==> src/rtl/int2flt_sequencer.sv <==
// int2flt_sequencer: streams 16-bit integers through the int2flt core via its data memory and returns float16 results
module int2flt_sequencer #(
  parameter int START_CYCLES = 2,
  parameter int TIMEOUT = 1023
) (
  input  logic        clk,
  input  logic        reset,
  input  logic        in_valid,
  output logic        in_ready,
  input  logic [15:0] in_data,
  output logic        mem_we,
  output logic [7:0]  mem_addr,
  output logic [7:0]  mem_wdata,
  input  logic [7:0]  mem_rdata,
  output logic        core_start,
  input  logic        core_done,
  output logic        out_valid,
  input  logic        out_ready,
  output logic [15:0] out_data,
  output logic        out_timeout,
  output logic [15:0] conv_count
);
  localparam int SW = $clog2(START_CYCLES + 1);
  localparam int WW = $clog2(TIMEOUT + 1);
  localparam logic [SW-1:0] ST_LAST = SW'(START_CYCLES - 1);
  localparam logic [WW-1:0] WD_LAST = WW'(TIMEOUT - 1);
  typedef enum logic [2:0] {IDLE, WR_LO, WR_HI, START, WAIT, RD_LO, RD_HI, OUT} state_t;
  state_t state_q, state_d;
  logic [15:0] data_q, data_d, res_q, res_d, cnt_q, cnt_d;
  logic to_q, to_d;
  logic [SW-1:0] st_q, st_d;
  logic [WW-1:0] wd_q, wd_d;
  always_ff @(posedge clk or posedge reset) begin
    if (reset) begin
      state_q <= IDLE;
      data_q <= '0;
      res_q <= '0;
      cnt_q <= '0;
      to_q <= 1'b0;
      st_q <= '0;
      wd_q <= '0;
    end else begin
      state_q <= state_d;
      data_q <= data_d;
      res_q <= res_d;
      cnt_q <= cnt_d;
      to_q <= to_d;
      st_q <= st_d;
      wd_q <= wd_d;
    end
  end
  always_comb begin
    state_d = state_q;
    data_d = data_q;
    res_d = res_q;
    cnt_d = cnt_q;
    to_d = to_q;
    st_d = st_q;
    wd_d = wd_q;
    case (state_q)
      IDLE: if (in_valid) begin
        state_d = WR_LO;
        data_d = in_data;
        res_d = '0;
        to_d = 1'b0;
      end
      WR_LO: state_d = WR_HI;
      WR_HI: begin
        state_d = START;
        st_d = '0;
      end
      // done is not looked at here: it may still be high from the previous run
      START: if (st_q == ST_LAST) begin
        state_d = WAIT;
        wd_d = '0;
      end else st_d = st_q + 1'b1;
      WAIT: if (core_done) state_d = RD_LO;
      else if (wd_q == WD_LAST) begin
        state_d = OUT;
        to_d = 1'b1;
        res_d = '0;
      end else wd_d = wd_q + 1'b1;
      RD_LO: begin
        res_d[7:0] = mem_rdata;
        state_d = RD_HI;
      end
      RD_HI: begin
        res_d[15:8] = mem_rdata;
        cnt_d = cnt_q + 1'b1;
        state_d = OUT;
      end
      OUT: if (out_ready) state_d = IDLE;
      default: state_d = IDLE;
    endcase
  end
  assign in_ready = (state_q == IDLE) && !reset;
  assign mem_we = (state_q == WR_LO) || (state_q == WR_HI);
  assign mem_addr = (state_q == WR_HI) ? 8'd1 : (state_q == RD_LO) ? 8'd2 : (state_q == RD_HI) ? 8'd3 : 8'd0;
  assign mem_wdata = (state_q == WR_LO) ? data_q[7:0] : (state_q == WR_HI) ? data_q[15:8] : 8'd0;
  assign core_start = state_q == START;
  assign out_valid = state_q == OUT;
  assign out_data = res_q;
  assign out_timeout = to_q;
  assign conv_count = cnt_q;
endmodule

==> config.mk <==
export PLATFORM = sky130hd
export DESIGN_NAME = int2flt_sequencer
export DESIGN_NICKNAME = d
export VERILOG_FILES = /design/src/rtl/int2flt_sequencer.sv
export SDC_FILE = /design/constraint.sdc
export NUM_CORES = 1
export LEC_CHECK = 0
export BUFFER_PORTS_ARGS = -buffer_cell sky130_fd_sc_hd__buf_4
export CAP_MARGIN = 20
export CORE_MARGIN = 2
export CORE_UTILIZATION = 23
export CTS_CLUSTER_SIZE = 10
export DETAILED_ROUTE_END_ITERATION = 6
export PLACE_DENSITY = 0.55
export SLEW_MARGIN = 40
export SYNTH_ARGS = -nofsm -noshare
export SYNTH_HDL_FRONTEND = slang
export SYNTH_SLANG_ARGS = --single-unit
==> constraint.sdc <==
create_clock -name clk -period 1.8 [get_ports clk]
set_input_delay 0.09 -clock clk [delete_from_list [all_inputs] [get_ports clk]]
set_output_delay 0.09 -clock clk [all_outputs]
set_load 0.05 [all_outputs]
==> results.py, run 1 <==
metrics = {
    "yosys": {
        "synth_ff_type": "dfrtp_1",
        "async_flop_share": 1.000,
        "synth-seq-cells": 64,
        "synth_common_cells": "dfrtp_1 (64), nand2_1 (20), nor2_1 (20)",
        "synth_largest_type_area_fraction": 0.5298,
        "ys_seq_area_frac": 0.5298,
        "synth_warnings": 0,
        "avgSynthCellArea_um2": 10.99,
        "synth.distinct_cells": 47,
        "synthTopCellsByArea": "dfrtp_1 (53%), mux2_2 (6.3%), a22o_1 (4.6%), xnor2_1 (3.2%), nand2_1 (2.5%)",
        "syn-instance-count": 275,
        "yosysMostFrequentCell": "dfrtp_1",
        "synth-edff-count": 0,
        "syn_area_mm2": 0.003023,
        "synth_top_area_cell": "dfrtp_1",
    },
    "run_status": {
        "status": "completed",
    },
    "clock_network": {
        "clockBufferDepth": 2,
        "cts_root_buffer": "clkbuf_16",
        "clock_latency_ps": 330,
        "path_clk_slew_ps": 50,
        "h-tree-depth": 3,
        "cts_made_buffers": 9,
        "cts.sinks": 64,
        "cts_tree": "done",
    },
    "global_route": {
        "grt_usage": 0.1192,
        "gr-total-overflow": 0,
        "antenna_found_initial": 0,
        "grt_first_pass_wirelength_mm": 13.34,
        "grt_max_degree": 39,
        "grt_pass1_vias": 2638,
    },
    "setup_path": {
        "crit_path_start": "wd_q[0]",
        "worstPathMaxFanout": 8,
        "critPathKind": "flip-flop to flip-flop",
        "path_buf_inv": 1,
        "critPathLaunchType": "flip-flop",
        "crit_required_ps": 2020,
        "cp_data_arrival_time_ps": 2000,
        "r2r_start": "wd_q[0]",
        "critical-path-slowest-cell": "a311o_2",
        "cpPeakStageDelay_ps": 420,
        "path_cells": "inv_1 > ha_1 > nand2_2 > or3_4 > a311o_2 > a22o_1",
        "end_kind": "flip-flop",
        "path_delay_family": "compound AO/OA/AOI/OAI gates",
    },
    "cells_and_area": {
        "fin_util": 0.3690,
        "n_antenna_cell": 0,
        "drive_above_1_share": 0.4310,
        "area_delta_synth_final_pct": 55.30,
        "fillers": 1284,
        "final_nets": 442,
    },
    "die": {
        "die_w_um": 118.6,
        "fp.coreArea_mm2": 0.01272,
        "die_y_um": 118.6,
        "num_io_pins": 82,
        "start_util": 0.2376,
        "rows": 41,
        "die_area_mm2": 0.01408,
    },
    "timing": {
        "slew_headroom": 0.5932,
        "setup_tns_ps": 0,
        "period_needed_ps": 1783,
        "fin_skew_ps": 5.041,
        "worst_pin_slew_ps": 609.3,
        "hold_viol": 0,
        "fin_crit_sh": 0.9905,
        "fmax_ghz": 0.5609,
        "final_max_slew_viol_count": 0,
        "setup_viol": 0,
        "rsz0062_at_grt": "true",
    },
    "hold_path": {
        "holdCritStartpoint": "out_ready",
        "hold_path.class": "input port to flip-flop",
    },
    "power": {
        "p_total_mw": 8.062,
        "leakage_nw": 2.168,
        "power.density_mw_per_mm2": 1717,
        "vdd_drop_max_uv": 1013,
    },
    "routing": {
        "first_pass_iters": 7,
        "vias": 2628,
        "detail_route.wl_per_cell_um": 13.94,
        "postRouteAntennaNets": 0,
        "remaining_drc_errors": 0,
        "drtIter0Drc": 97,
        "vias_per_cell": 4.492,
        "drt-total-wl_mm": 8.155,
    },
    "place": {
        "dp_hpwl_mm": 5.562,
        "portBuffers": 75,
        "gp_congestion": 0.8045,
    },
    "job": {
        "cap_viol_max_count": 0,
    },
}
[worst reg2reg max path, stage by stage (launching register included)]
cell and delay, ps:
dfrtp_1 370, inv_1 60, ha_1 150, nand2_2 70, or3_4 380, a311o_2 420
a22o_1 220
[cell type report]
class | instances | area [um^2] | area share
Clock inverter | 3 | 42.54 | 0.009062
Timing Repair Buffer | 135 | 1126 | 0.2399
Inverter | 8 | 30.03 | 0.006397
Multi-Input combinational cell | 191 | 1426 | 0.3038
Tap cell | 172 | 215.2 | 0.04584
Sequential cell | 64 | 1608 | 0.3425
Clock buffer | 12 | 246.5 | 0.05251
[path summary, 6_finish.rpt]
path | slack [ps] | end | cells after the start
max | 20 | out_data[9] | 6
max reg2reg | 20 | out_data[9] | 6
max in group asynchronous | 750 | conv_count[4] | 4
min | 100 | state_q[2] | 3
min reg2reg | 470 | conv_count[15] | 1
min in group asynchronous | 410 | data_q[5] | 3
[state kept, by name (all words and copies together) (netlist names)]
register / count
st_q: 2
state_q: 3
out_data: 16
wd_q: 10
out_timeout: 1
conv_count: 16
data_q: 16
[where the power goes]
group	switching, mW	total [mW]	internal (mW)
Combinational	2.45	4.05	1.60
Sequential	0.366	2.30	1.94
Clock	0.609	1.71	1.10
Total	3.42	8.06	4.64
[cells by family (layout without fill, tap and decap cells)]
kind of cell / count (synthesis) / count (layout) / synth area share
other: 1 / 6 / 0.001241
and+or+nand+nor: 90 / 91 / 0.1565
adders and majority gates: 4 / 4 / 0.01656
muxes: 18 / 18 / 0.06664
xor gates and xnor gates: 15 / 15 / 0.04346
AOI/OAI and AO/OA: 57 / 57 / 0.1445
DFF: 64 / 64 / 0.5298
buffers and inverters: 26 / 158 / 0.04139
[routing by layer]
metal | wire length, um | track usage | up-vias
met1 | 3830 | 0.1537 | 1289
met2 | 3847 | 0.1857 | 70
met4 | 113 | 0.04539 | 0
li1 | - | - | 1257
met3 | 363 | 0.03813 | 12
met5 | 0 | 0 | -
[metrics by stage]
step | hold slack, ps | std cells | worst slack (ps) | area [um^2]
floorplan | 230.0 | 280 | -240.3 | 3080
global placement | 215.2 | 540 | 49.29 | 4008
detailed placement | 218.6 | 540 | -7.354 | 4008
CTS | 94.78 | 582 | 10.96 | 4616
global route | 129.9 | 585 | -49.94 | 4695
finish | 100.1 | 585 | 17.04 | 4695
[repair_timing]
action | 4_1_cts | 5_1_grt
hold buffers | 25 | 0
resized for setup | 15 | 12
setup buffers | 3 | 2
cloned | 0 | 1
pin swaps | 0 | 3
endpoints found under the hold margin | 57 | 0
setup endpoints to repair | 11 | 33
[cells in the final DEF, fill, tap and decap left out, types with 3 or more instances in the layout]
master and n:
a21oi_1 5, a22o_1 16, a22oi_1 8, a2bb2oi_1 4, a31oi_1 7, buf_4 100, buf_6 8, clkbuf_16 9
conb_1 6, dfrtp_1 59, dfrtp_2 5, dlygate4sd3_1 25, ha_1 4, inv_1 7, mux2_2 17, nand2_1 19
nand2b_1 4, nand3_1 11, nand4_1 4, nor2_1 11, nor2_2 8, nor3_1 4, nor3_2 3, o21ai_0 7
xnor2_1 11, xor2_1 4
Power figures use the tool's default switching activity.
==> run 2, diff against run 1 <==
ABC_AREA = 1   (was not set)
PLACE_DENSITY = 0.54   (was 0.55)
==> results.py, run 2 <==
metrics = {
    "run_status": {
        "status": "completed",
    },
    "die": {
        "fp.coreArea_mm2": 0.01453,
        "die_area_mm2": 0.01583,
        "num_io_pins": 82,
        "die_w_um": 125.8,
        "die_y_um": 125.8,
        "rows": 44,
        "start_util": 0.2348,
    },
    "yosys": {
        "async_flop_share": 1.000,
        "yosysMostFrequentCell": "nand2_1",
        "synth.distinct_cells": 40,
        "synth-seq-cells": 64,
        "synth_top_area_cell": "dfrtp_1",
        "ys_seq_area_frac": 0.4692,
        "synth_largest_type_area_fraction": 0.4692,
        "syn-instance-count": 410,
        "synthTopCellsByArea": "dfrtp_1 (47%), nand2_1 (14%), inv_1 (5.3%), nor2_1 (4.2%), nand3_1 (3.8%)",
        "synth_common_cells": "nand2_1 (129), dfrtp_1 (64), inv_1 (48)",
        "avgSynthCellArea_um2": 8.325,
        "synth_ff_type": "dfrtp_1",
        "syn_area_mm2": 0.003413,
        "synth_warnings": 0,
        "synth-edff-count": 0,
    },
    "setup_path": {
        "crit_required_ps": 1710,
        "end_kind": "output port",
        "worstPathMaxFanout": 5,
        "cp_data_arrival_time_ps": 1640,
        "critPathLaunchType": "flip-flop",
        "critPathKind": "flip-flop to output port",
    },
    "clock_network": {
        "cts_root_buffer": "clkbuf_16",
        "cts.sinks": 64,
        "h-tree-depth": 3,
        "clockBufferDepth": 2,
        "cts_made_buffers": 9,
        "cts_tree": "done",
        "clock_latency_ps": 320,
        "path_clk_slew_ps": 50,
    },
    "global_route": {
        "grt_first_pass_wirelength_mm": 14.43,
        "grt_max_degree": 46,
        "grt_pass1_vias": 2861,
        "gr-total-overflow": 0,
        "antenna_found_initial": 0,
        "grt_usage": 0.1121,
    },
    "cells_and_area": {
        "area_delta_synth_final_pct": 35.74,
        "seq_area_mm2": 0.001604,
        "final_cell_mix": "nand2_1 (129), buf_4 (82), dfrtp_1 (62)",
        "fillers": 1571,
        "n_antenna_cell": 0,
        "drive_above_1_share": 0.2637,
        "fin_util": 0.3188,
        "final_common_cell": "nand2_1",
        "final_nets": 540,
        "multi_input_area_mm2": 0.001548,
    },
    "power": {
        "switching_share": 0.4606,
        "vdd_drop_max_uv": 1382,
        "power.density_mw_per_mm2": 1649,
        "p_int_mw": 4.121,
        "p_sw_mw": 3.519,
        "comb_power_share": 0.494,
        "leakage_nw": 2.389,
        "clockPowerShare": 0.229,
        "p_total_mw": 7.640,
        "seq_power_share": 0.276,
    },
    "timing": {
        "rsz0062_at_grt": "false",
        "fmax_ghz": 0.5786,
        "final_max_slew_viol_count": 0,
        "fin_skew_ps": 5.233,
        "period_needed_ps": 1728,
        "fin_crit_sh": 0.9602,
        "layout_setup_ws_ps": 71.62,
        "hold_viol": 0,
        "fin_hold_ws_ps": 14.71,
        "setup_viol": 0,
    },
    "routing": {
        "vias": 2875,
        "detail_route.wl_per_cell_um": 12.07,
        "postRouteAntennaNets": 0,
        "remaining_drc_errors": 0,
        "drtIter0Drc": 123,
        "first_pass_iters": 4,
        "vias_per_cell": 4.131,
        "drt-total-wl_mm": 8.398,
    },
    "place": {
        "portBuffers": 75,
        "dp_hpwl_mm": 6.240,
        "gp_congestion": 0.7977,
        "dp_slack_ps": 120.4,
    },
    "hold_path": {
        "hold_path.class": "input port to flip-flop",
    },
    "job": {
        "cap_viol_max_count": 0,
    },
}
run 2: logic make-up after synthesis:
| family | after synthesis | share of synthesized area |
|---|---|---|
| xor gates and xnor gates | 12 | 0.03079 |
| AOI/OAI and AO/OA | 33 | 0.05535 |
| and+or+nand+nor | 228 | 0.3310 |
| adders and majority gates | 4 | 0.01466 |
| muxes | 2 | 0.007696 |
| buffers and inverters | 66 | 0.09017 |
| other | 1 | 0.001099 |
| DFF | 64 | 0.4692 |
run 2: layout make-up:
class | instances | share of cell area
multi-input cells | 285 | 0.3341
inverters | 53 | 0.04429
flip-flops and latches | 64 | 0.3462
clock buffers | 13 | 0.05617
well taps | 184 | 0.04969
clock inverters | 3 | 0.008642
repair buffers | 94 | 0.1610
run 2: per-layer routing:
layer | up-vias | GRT usage | share of wire
li1 | 1462 | - | -
met4 | 0 | 0.02780 | 0.0085
met3 | 7 | 0.03356 | 0.044
met1 | 1348 | 0.1495 | 0.47
met2 | 58 | 0.1793 | 0.48
met5 | - | 0 | 0
run 2: stage by stage:
stage               setup TNS, ps  instances  instance area (um^2)
floorplan                  -542.7        415                  3438
global placement                0        668                  4194
detailed placement              0        668                  4194
CTS                             0        695                  4617
global route                    0        696                  4633
finish                          0        696                  4633
run 2: critical path, cell delays in order, from the launching register on:
cell and delay, ps:
dfrtp_2 490, buf_4 190, nor4_2 360, buf_4 270
run 2: final timing paths:
| check | startpoint | endpoint | slack (ps) | cells after the start |
|---|---|---|---|---|
| min in group asynchronous | reset | out_data[7] | 370 | 3 |
| worst max register to register | wd_q[0] | out_data[14] | 240 | 9 |
| worst min register to register | out_data[6] | out_data[6] | 470 | 2 |
| worst max-delay path | state_q[0] | in_ready | 70 | 3 |
| max in group asynchronous | reset | state_q[1] | 810 | 4 |
| worst min-delay path | in_data[6] | data_q[6] | 10 | 3 |
run 2: power groups by stage:
| stage | clock, mW | combinational (mW) | sequential [mW] |
|---|---|---|---|
| floorplan | 0 | 2.34 | 2.51 |
| global placement | 0 | 3.70 | 2.13 |
| detailed placement | 0 | 3.74 | 2.15 |
| CTS | 1.80 | 3.79 | 2.13 |
| global route | 1.87 | 4.10 | 2.17 |
| finish | 1.75 | 3.78 | 2.11 |
run 2: timing repair:
action / CTS / global route
buffers inserted: 0 / 1
resized for setup: 3 / 3
hold buffers: 11 / 0
cloned: 0 / 0
endpoints found under the hold margin: 37 / 0
setup endpoints to repair: 9 / 8
==> run 3, diff against run 2 <==
CORE_UTILIZATION = 45   (was 23)
PLACE_DENSITY = 0.84   (was 0.54)
SETUP_SLACK_MARGIN = 0.4   (was not set)
SKIP_LAST_GASP = 1   (was not set)
==> results.py, run 3 (synthesized netlist as in run 2, its figures left out) <==
metrics = {
    "timing": {
        "rsz0062_at_grt": "true",
        "fin_skew_ps": 3.679,
        "setup_viol": 0,
        "setup_tns_ps": 0,
        "hold_viol": 0,
        "fmax_ghz": 0.6018,
        "worst_pin_slew_ps": 557.4,
        "slew_headroom": 0.6277,
        "final_max_slew_viol_count": 0,
        "fin_hold_ws_ps": 7.635,
        "period_needed_ps": 1662,
        "fin_crit_sh": 0.9232,
    },
    "setup_path": {
        "cp_data_arrival_time_ps": 1570,
        "reg2reg_slack_ps": 180,
        "path_cells": "buf_6 > nor2_4 > nand3_1 > o21ai_4 > buf_6",
        "path_delay_family": "flip-flops",
        "cpPeakStageDelay_ps": 440,
        "critical-path-slowest-cell": "dfrtp_2",
        "worstPathMaxFanout": 4,
        "path_buf_inv": 2,
        "cp_num_cells": 5,
        "critPathKind": "flip-flop to output port",
        "end_kind": "output port",
        "rr_worst_depth": 8,
        "crit_path_frequent_cell": "buf_6",
        "crit_required_ps": 1710,
        "critPathLaunchType": "flip-flop",
    },
    "cells_and_area": {
        "final_nets": 583,
        "fillers": 483,
        "final_cell_mix": "nand2_1 (95), buf_4 (87), dfrtp_1 (48)",
        "drive_above_1_share": 0.4937,
        "fin_util": 0.7581,
        "multi_input_area_mm2": 0.002079,
        "seq_area_mm2": 0.001622,
        "area_delta_synth_final_pct": 61.95,
        "final_common_cell": "nand2_1",
        "n_antenna_cell": 0,
        "design_area_mm2": 0.005528,
    },
    "place": {
        "dp_hpwl_mm": 5.581,
        "portBuffers": 75,
        "place_area_mm2": 0.004254,
        "gp_congestion": 0.8576,
    },
    "die": {
        "num_io_pins": 82,
        "die_w_um": 91.09,
        "fp.coreArea_mm2": 0.007292,
        "rows": 31,
        "start_util": 0.4681,
        "die_area_mm2": 0.008297,
        "die_y_um": 91.09,
    },
    "routing": {
        "remaining_drc_errors": 0,
        "first_pass_iters": 4,
        "vias": 3330,
        "postRouteAntennaNets": 0,
        "vias_per_cell": 5.092,
        "drtIter0Drc": 145,
        "detail_route.wl_per_cell_um": 15.93,
        "drt-total-wl_mm": 10.42,
    },
    "global_route": {
        "grt_usage": 0.2336,
        "grt_first_pass_wirelength_mm": 15.48,
        "antenna_found_initial": 0,
        "grt_pass1_vias": 3341,
        "gr-total-overflow": 0,
        "grt_max_degree": 28,
    },
    "clock_network": {
        "cts_made_buffers": 9,
        "path_clk_slew_ps": 70,
        "cts_tree": "done",
        "h-tree-depth": 3,
        "clock_latency_ps": 340,
        "cts_root_buffer": "clkbuf_8",
        "clockBufferDepth": 2,
        "cts.sinks": 64,
    },
    "power": {
        "leakage_nw": 2.665,
        "vdd_drop_max_uv": 1260,
        "power.density_mw_per_mm2": 1652,
    },
    "hold_path": {
        "min_path_cells": 3,
        "hold_path.class": "input port to flip-flop",
    },
    "run_status": {
        "status": "completed",
    },
    "job": {
        "cap_viol_max_count": 0,
    },
}
==> run 3: what timing repair did <==
action	CTS	global route
endpoints found under the hold margin	41	1
cloned	5	0
gates resized for setup	86	65
pin swaps	23	28
setup endpoints to repair	74	75
setup buffers	20	16
hold buffers	14	1
==> run 3: path summary, 6_finish.rpt <==
kind	to	startpoint
worst min-delay path	data_q[6]	in_data[6]
min in group asynchronous	conv_count[1]	reset
worst max-delay path	mem_wdata[7]	state_q[2]
worst max register to register	st_q[1]	state_q[2]
max in group asynchronous	conv_count[0]	reset
worst min register to register	out_data[7]	out_data[7]
==> run 3: per-layer routing <==
| metal | global-route usage | wire (um) |
|---|---|---|
| met4 | 0.09470 | 233 |
| met2 | 0.4167 | 5600 |
| met5 | 0 | 0 |
| met3 | 0.05892 | 586 |
| met1 | 0.2662 | 3997 |
==> run 3: stage by stage <==
stage,power [mW],std cells,setup WS (ps)
finish,9.131,654,138.2
global route,9.574,654,68.57
CTS,8.397,637,185.9
detailed placement,6.178,582,110.7
global placement,6.077,582,173.4
floorplan,5.233,415,227.2
==> run 3: final cells by class <==
type	instances	share of cell area
Inverter	53	0.04165
Multi-Input combinational cell	287	0.3762
Timing Repair Buffer	135	0.2304
Clock inverter	3	0.007243
Sequential cell	64	0.2933
Tap cell	99	0.02241
Clock buffer	13	0.02875
==> run 3: worst reg2reg max path: stages (launching register included) <==
cell     delay [ps]
dfrtp_2         440
buf_6           140
nor2_4          200
nand2_8         130
buf_4           170
buf_6           110
nand2_1          50
inv_1            70
o31ai_2         230
==> run 3: where the power goes <==
group / internal [mW] / total [mW] / leakage [nW] / switching (mW)
clock: 0.712 / 1.27 / 0.103 / 0.554
combinational: 2.18 / 5.71 / 1.77 / 3.53
sequential: 1.84 / 2.16 / 0.795 / 0.315
